===== config.mk =====
export PLATFORM = sky130hd
export DESIGN_NAME = conv_seq
export DESIGN_NICKNAME = d
export VERILOG_FILES = /design/src/rtl/conv_pkg.sv /design/src/rtl/xfer_cnt.sv /design/src/rtl/conv_seq.sv
export SDC_FILE = /design/constraint.sdc
export NUM_CORES = 1
export LEC_CHECK = 0
export ABC_AREA = 0
export BUFFER_PORTS_ARGS = -buffer_cell sky130_fd_sc_hd__buf_2
export CAP_MARGIN = 20
export CELL_PAD_IN_SITES_DETAIL_PLACEMENT = 2
export CELL_PAD_IN_SITES_GLOBAL_PLACEMENT = 2
export CORE_ASPECT_RATIO = 1.2
export CORE_UTILIZATION = 34
export CTS_CLUSTER_DIAMETER = 120
export DETAILED_ROUTE_END_ITERATION = 6
export PLACE_DENSITY_LB_ADDON = 0.1
export SETUP_SLACK_MARGIN = 0.02
export SLEW_MARGIN = 20
export SYNTH_ARGS = -nofsm -noshare
export SYNTH_HDL_FRONTEND = slang
export SYNTH_SLANG_ARGS = --single-unit

===== constraint.sdc =====
create_clock -name clk -period 3.5 [get_ports clk]
set_clock_uncertainty 0.15 [all_clocks]
set_input_delay 0.175 -clock clk [delete_from_list [all_inputs] [get_ports clk]]
set_output_delay 0.175 -clock clk [all_outputs]
set_load 0.05 [all_outputs]

===== src/rtl/conv_pkg.sv =====
// Shared definitions for the convolution sequencer and its memory controller.
// State codes double as the {eop,sop} phase code seen by the controller.
package conv_pkg;

    typedef enum logic [1:0] {
        ST_LOAD = 2'b00,
        ST_PROC = 2'b01,
        ST_OUT  = 2'b10,
        ST_IDLE = 2'b11
    } state_t;

    function automatic int clog2(input int value);
        int r;
        r = 0;
        for (int i = 0; i < 31; i++) begin
            if ((1 << i) < value) r = i + 1;
        end
        return r;
    endfunction

endpackage


===== src/rtl/xfer_cnt.sv =====
// Word/column counter with a wrap strobe and a count of completed blocks.
// A synchronous clear has priority over stepping.
module xfer_cnt
    import conv_pkg::*;
#(
    parameter int W  = 8,
    parameter int CW = (clog2(W) > 0) ? clog2(W) : 1,
    parameter int BW = 2
) (
    input  logic          clk,
    input  logic          rst,
    input  logic          clr_i,
    input  logic          step_i,
    output logic [CW-1:0] col_o,
    output logic          wrap_o,
    output logic [BW-1:0] blk_o
);

    localparam logic [CW-1:0] COL_LAST = CW'(W - 1);

    logic [CW-1:0] col_q, col_d;
    logic [BW-1:0] blk_q, blk_d;

    assign wrap_o = step_i && (col_q == COL_LAST);
    assign col_o  = col_q;
    assign blk_o  = blk_q;

    always_comb begin
        col_d = col_q;
        blk_d = blk_q;
        if (clr_i) begin
            col_d = '0;
            blk_d = '0;
        end else if (step_i) begin
            col_d = wrap_o ? '0 : col_q + 1'b1;
            if (wrap_o) blk_d = blk_q + 1'b1;
        end
    end

    always_ff @(posedge clk or posedge rst) begin
        if (rst) begin
            col_q <= '0;
            blk_q <= '0;
        end else begin
            col_q <= col_d;
            blk_q <= blk_d;
        end
    end

endmodule


===== src/rtl/conv_seq.sv =====
// Frame sequencer: LOAD line blocks, wait for the datapath in PROC, drain one row in OUT.
// The first LOAD of a frame primes N+1 line memories; later rows load one block each.
module conv_seq
    import conv_pkg::*;
#(
    parameter  int N     = 2,
    parameter  int IMG_W = 8,
    parameter  int NROWS = 4,
    localparam int CW    = (clog2(IMG_W) > 0) ? clog2(IMG_W) : 1
) (
    input  logic          clk,
    input  logic          rst,
    input  logic          i_start,
    input  logic          i_abort,
    input  logic          i_wr_valid,
    output logic          o_wr_ready,
    input  logic          i_proc_done,
    input  logic          i_rd_ready,
    output logic          o_rd_valid,
    output logic          o_sop,
    output logic          o_eop,
    output logic          o_chblk,
    output logic [CW-1:0] o_col,
    output logic          o_busy,
    output logic          o_frame_done
);

    localparam int BW = (clog2(N + 2) > 0) ? clog2(N + 2) : 1;
    localparam int RW = (clog2(NROWS + 1) > 0) ? clog2(NROWS + 1) : 1;

    state_t        state_q, state_d;
    logic [RW-1:0] row_q, row_d;
    logic          chblk_q, chblk_d;
    logic          done_q, done_d;
    logic          step, wrap, clr, last_blk;
    logic [BW-1:0] blk, blk_last_idx;

    assign o_wr_ready = (state_q == ST_LOAD);
    assign o_rd_valid = (state_q == ST_OUT);
    assign step       = (i_wr_valid && o_wr_ready) || (o_rd_valid && i_rd_ready);

    // row_q == 0 identifies the first LOAD of a frame, which fills N+1 blocks.
    assign blk_last_idx = (state_q == ST_LOAD && row_q == '0) ? BW'(N) : '0;
    assign last_blk     = wrap && (blk == blk_last_idx);
    assign clr          = i_abort || (state_d != state_q);

    xfer_cnt #(.W(IMG_W), .CW(CW), .BW(BW)) u_xfer_cnt (
        .clk    (clk),
        .rst    (rst),
        .clr_i  (clr),
        .step_i (step),
        .col_o  (o_col),
        .wrap_o (wrap),
        .blk_o  (blk)
    );

    always_comb begin
        state_d = state_q;
        row_d   = row_q;
        chblk_d = 1'b0;
        done_d  = 1'b0;
        if (i_abort) begin
            state_d = ST_IDLE;
            row_d   = '0;
        end else begin
            case (state_q)
                ST_IDLE: if (i_start) state_d = ST_LOAD;
                ST_LOAD: begin
                    chblk_d = wrap && !last_blk;
                    if (last_blk) state_d = ST_PROC;
                end
                ST_PROC: if (i_proc_done) state_d = ST_OUT;
                ST_OUT: begin
                    chblk_d = wrap && !last_blk;
                    if (last_blk) begin
                        if (row_q == RW'(NROWS - 1)) begin
                            state_d = ST_IDLE;
                            row_d   = '0;
                            done_d  = 1'b1;
                        end else begin
                            state_d = ST_LOAD;
                            row_d   = row_q + 1'b1;
                        end
                    end
                end
                default: state_d = ST_IDLE;
            endcase
        end
    end

    always_ff @(posedge clk or posedge rst) begin
        if (rst) begin
            state_q <= ST_IDLE;
            row_q   <= '0;
            chblk_q <= 1'b0;
            done_q  <= 1'b0;
        end else begin
            state_q <= state_d;
            row_q   <= row_d;
            chblk_q <= chblk_d;
            done_q  <= done_d;
        end
    end

    assign o_sop        = state_q[0];
    assign o_eop        = state_q[1];
    assign o_chblk      = chblk_q;
    assign o_busy       = (state_q != ST_IDLE);
    assign o_frame_done = done_q;

endmodule

== Word-level counts from Yosys, hierarchy flattened ==
Cells that the tools add are included.

* $add $sub $neg: 3
* Equality and inequality tests: 8
* Muxes and demuxes: 24
* Reduce and logical (&&, ||, !) cells: 18

{| class="wikitable"
|+ Operators by type and width
! kind !! number
|-
| 2-to-1 mux 3 bit || 7
|-
| 2-to-1 mux 2 bit || 10
|-
| case mux 2 bit (4 select lines) || 1
|-
| nonzero test 2 bit || 4
|-
| adder 3 x 1 -> 3 bit (second input constant) || 2
|-
| logical AND 1 bit || 6
|-
| 2-to-1 mux 1 bit || 6
|-
| equality test 2 bit (second input constant) || 2
|-
| AND reduction 2 bit || 2
|-
| equality test 3 x 2 -> 1 bit (second input constant) || 1
|-
| equality test 3 bit (second input constant) || 1
|-
| zero test 3 bit || 1
|-
| adder 2 x 1 -> 2 bit (second input constant) || 1
|-
| equality test 2 x 1 -> 1 bit (second input constant) || 1
|-
| equality test 2 bit || 1
|-
| zero test 2 bit || 1
|-
| logical OR 1 bit || 2
|-
| != test 2 bit || 1
|-
| != test 2 bit (second input constant) || 1
|-
| OR reduction 2 bit || 1
|-
| zero test 1 bit || 1
|}

* Register bits after elaboration: 12
* Input bits: 7
* Output and inout port bits: 10
* Logic and storage cells: 59

== Depth between registers and ports, before layout ==
* Depth after elaboration: 12
* Gate-level depth with buffers: 6
* Depth with buffers taken out: 6

== By module ==
From an unflattened synthesis, not the netlist that was laid out.

* Cells, all modules: 73
* Area total of the unflattened synthesis: 762.0 sq um

{| class="wikitable"
|+ By module, submodules not included
! module !! times used !! cells each !! area an instance (sq um) !! seq. area each (sq um)
|-
| conv_seq || 1 || 47 || 484.2 || 177.7
|-
| xfer_cnt || 1 || 26 || 277.8 || 125.1
|}

== Worst setup path after synthesis ==
OpenSTA, ideal clock, no wires.

* Path type: flip-flop to flip-flop
* From: register u_xfer_cnt.col_q[0] (netlist: u_xfer_cnt.col_o[0])
* To: register u_xfer_cnt.blk_q[0] (netlist: u_xfer_cnt.blk_o[0])
* Arrival: 1912 ps
* Path slack: 1294 ps
* Stages on the path, launching flop included: 7
* Path through: dfrtp_1 -> ha_1 -> ha_1 -> nand4b_1 -> or2_2 -> o31ai_1 -> nor3_1

* Cells in the longest elaborated chain, start to end: 10

{| class="wikitable"
|+ Ends and longest elaborated chain
! item !! RTL line !! RTL
|-
| start: declaration || xfer_cnt.sv:21 || <nowiki>logic [CW-1:0] col_q, col_d;</nowiki>
|-
| start signal: assignment || xfer_cnt.sv:45 || <nowiki>col_q <= col_d;</nowiki>
|-
| equality test 3 bit * || xfer_cnt.sv:24 || <nowiki>assign wrap_o = step_i && (col_q == COL_LAST);</nowiki>
|-
| logical AND 1 bit * || xfer_cnt.sv:24 ||
|-
| logical AND 1 bit || conv_seq.sv:44 || <nowiki>assign last_blk = wrap && (blk == blk_last_idx);</nowiki>
|-
| 2-to-1 mux 2 bit (on tied branches) || conv_seq.sv:75, conv_seq.sv:70 ||
|-
| case mux 2 bit (4 select lines) || conv_seq.sv:66 || <nowiki>case (state_q)</nowiki>
|-
| 2-to-1 mux 2 bit || conv_seq.sv:62 || <nowiki>if (i_abort) begin</nowiki>
|-
| != test 2 bit || conv_seq.sv:45 || <nowiki>assign clr = i_abort || (state_d != state_q);</nowiki>
|-
| logical OR 1 bit || conv_seq.sv:45 ||
|-
| nonzero test 2 bit (no line) || -- ||
|-
| AND reduction 2 bit (no line) || -- ||
|-
| end signal: assignment || xfer_cnt.sv:46 || <nowiki>blk_q <= blk_d;</nowiki>
|-
| end: declaration || xfer_cnt.sv:22 || <nowiki>logic [BW-1:0] blk_q, blk_d;</nowiki>
|}

Every way passes the cells marked *; elsewhere a longest branch is shown, timed or not.
A chain may end at the register's enable or synchronous reset.

== Final worst setup path ==
* From: register u_xfer_cnt.col_q[0] (netlist: u_xfer_cnt.col_o[0])
* To: register u_xfer_cnt.col_q[2] (netlist: u_xfer_cnt.col_o[2])

* Cells in the longest elaborated chain, start to end: 9

{| class="wikitable"
|+ Ends and longest elaborated chain
! item !! RTL line
|-
| equality test 3 bit || xfer_cnt.sv:24
|-
| logical AND 1 bit || xfer_cnt.sv:24
|-
| logical AND 1 bit || conv_seq.sv:44
|-
| 2-to-1 mux 2 bit (on tied branches) || conv_seq.sv:75, conv_seq.sv:70
|-
| case mux 2 bit (4 select lines) || conv_seq.sv:66
|-
| 2-to-1 mux 2 bit || conv_seq.sv:62
|-
| != test 2 bit || conv_seq.sv:45
|-
| logical OR 1 bit || conv_seq.sv:45
|-
| 2-to-1 mux 3 bit or nonzero test 2 bit (tied branches) || --
|}

Parallel ways exist; a longest one is shown, timed or not. The select of a mux whose other input is x is not followed.

==> impl_results.md <==
- Status: finished clean
- Sequential share of the synthesized area: 40.8%
- Crit path depth: 6
- # setup viols final: 0
- DR vias/cell: 5.06
- Drt first pass iters: 4
- DRT Wirelength: 1920 µm
- CP max stage cell: o31ai_1
- Initial DRC Count: 6
- Die Y: 53.2 µm
- Actual slew at the worst max-slew pin: 605 ps
- # resized after CTS: 0
- Top routing layer used: met4
- Die width: 44.6 µm
- Most common cell in the netlist: dfrtp_1
- Largest net degree at the start of global routing: 13
- Final period util: 62.7%
- CP startpoint: u_xfer_cnt.col_o[0]
- WL met2: 1080 µm
- CTS Buf Count: 3
- Final hold viol count: 0
- Mean Syn Cell Area: 9.89 µm²
- Max-Cap Viols: 0
- Reg2Reg Depth: 6
- Critical path class: flop to flop
- Peak supply drop: 0.000216 V
- Synth top area cells: dfrtp_1 34%, mux2i_1 8.1%, dfstp_2 7.1%
- Crit-path most repeated cell: ha_1
- Synth area leader: dfrtp_1
- First-pass GRT wire length: 3080 µm
- ANT cells: 0
- CP startpoint kind: flop
- Metal-1 WL: 763 µm
- Crit path max-delay family: simple AND/OR/NAND/NOR gates
- H-tree depth: 1
- Fmax: 455 MHz
- Post-route cell area: 872 µm²
- Root Driver: clkbuf_4
- Minimum clock period: 2200 ps
- Worst hold slack: 19.4 ps
- Yosys warnings: 0
- Design Power: 0.309 mW
- Power density over the cells: 355 mW/mm²
- Cell breakdown of the critical path: ha_1 > ha_1 > nand4b_1 > or2_2 > o31ai_1 > nor3_1
- Nets@finish: 104
- Routed Antenna Nets: 0
- Total clock sinks: 12
- Max FO, Critical Path: 4
- Area after DPL: 836 µm²
- Syn Nets: 86
- Post-synth top cells: 10 x dfrtp_1, 7 x nor2_1, 6 x mux2i_1
- EDFF count, synth: 0
- Share of post-route cells with drive strength above 1: 29.3%
- Post-synth ARST share: 100%
- Die area: 0.00237 mm²
- Vias: 617
- WP buf/inv: 0
- Final GP Congestion: 0.737
- Post-Route Utilization: 42.6%
- Maximum root-to-sink buffer count: 2
- Setup TNS: 0 ps
- Initial antenna violation count: 0
- Worst R2R Setup Slack: 1300 ps
- Critical Path AT: 2180 ps
- Met3 WL: 38 µm
- Rel. slew slack: 59.4%
- Post-synth cell types: 30
- Critical Path Sink: u_xfer_cnt.col_o[2]
- Crit path capture type: flop
- Worst-Skew Late Latency: 280 ps
- CTS clk-pin slew, worst paths: 80 ps
- Worst hold path class: primary input to flop
- Hpwl dp: 1530 µm
- Slew Limit Fails: 0
- Hold-fix buffers, CTS: 1
- Required time of the critical path: 3490 ps
- CTS tree: done
- Final std cells w/o fill: 122
- Share of the synthesized area in the top cell type: 33.7%
- Area growth from synthesis to layout: 17.5%
- Dpl cells: 117
- Synth Instances: 75
- WL/cell: 15.8 µm
- Post-route DRC: 0
- Starting Density: 36.2%
- Number of global-route vias before repair: 672
- Pre-CTS setup slack: 1290 ps
- Max stage delay on crit path: 520 ps
- Gr ovfl total: 0
- Worst R2R End: u_xfer_cnt.col_o[2]
- R2R Path Start: u_xfer_cnt.col_o[0]
- Cell Area, Synth: 742 µm²
- PortBufs: 16
- Main synth FF type: dfrtp_1
- Min setup slack post-route: 1300 ps
- Placement Rows: 18
- Io pins: 17
- GRT Util Overall: 18.7%
- Static Leakage: 0.419 nW
- Post-CTS setup buffer count: 0
- RSZ-0062 raised after global routing: false
- Post-synthesis register bit count: 12
- Area of the core: 0.00205 mm²
[layer usage]
metal,GRT usage (%),vias up
li1,-,295
met1,20.1,309
met2,35.3,8
met3,2.05,5
met4,9.09,0
met5,0,-
[cell type report]
type                       instances  area (µm²)
clock buffer                       4        26.3
fill                             235        1180
inverter                           5        18.8
multi-input combinational         54         397
sequential                        12         303
tap                               30        37.5
timing repair buffer              17        90.1
[how the worst min path moves through the flow]
stage / from / end / slack, ps / cells past startpoint
floorplan: rst / o_chblk / -110 / 1
CTS: i_abort / row_q[1] / 20 / 2
global placement: rst / u_xfer_cnt.col_o[1] / 70 / 2
detailed placement: rst / u_xfer_cnt.col_o[0] / 80 / 2
global route: i_abort / row_q[0] / 50 / 2
finish: i_abort / row_q[1] / 20 / 2
[layout by cell type (no fill, tap or decap), types with 2 or more instances in the layout]
| cell type | synthesis | routed |
|---|---|---|
| a21oi_1 | 3 | 3 |
| and2b_2 | 2 | 2 |
| buf_2 | 1 | 16 |
| clkbuf_4 | 0 | 3 |
| dfrtp_1 | 10 | 10 |
| dfstp_2 | 2 | 2 |
| ha_1 | 4 | 4 |
| inv_1 | 5 | 5 |
| mux2_2 | 2 | 2 |
| mux2i_1 | 6 | 6 |
| nand2_1 | 2 | 2 |
| nand2b_1 | 2 | 2 |
| nand4b_1 | 2 | 2 |
| nor2_1 | 7 | 7 |
| nor2b_1 | 3 | 3 |
| nor3_1 | 5 | 5 |
| o21ai_0 | 3 | 3 |
| or3_1 | 2 | 2 |
[kinds of logic (layout without fill, tap and decap cells)]
family                   count (synthesis)  in the layout  synth area share (%)
AO/OA/AOI/OAI                           10             10                  8.43
XOR/XNOR                                 1              1                  1.18
adder cells (fa/ha/maj)                  4              4                  6.75
buffers and inverters                    9             26                  5.73
flip-flops                              12             12                  40.8
multiplexers                             8              8                  11.1
AND/OR/NAND/NOR                         31             31                  26.0
[flip-flops by register name (all words and copies together), names as in the netlist]
signal            flops
u_xfer_cnt.col_o      3
u_xfer_cnt.blk_o      2
o_chblk               1
state_q               2
row_q                 3
o_frame_done          1
[power by group]
part,internal (mW),total [mW],switching [mW]
logic,0.0200,0.0628,0.0427
clock network,0.0444,0.0943,0.0499
registers,0.144,0.152,0.00889
total,0.208,0.309,0.102
[worst register-to-register path, stage by stage (launching register included)]
cell and delay, ps:
dfrtp_1 400, ha_1 180, ha_1 230, nand4b_1 120
or2_2 320, o31ai_1 520, nor3_1 130
Note: power is estimated with default switching activity, not from simulation.
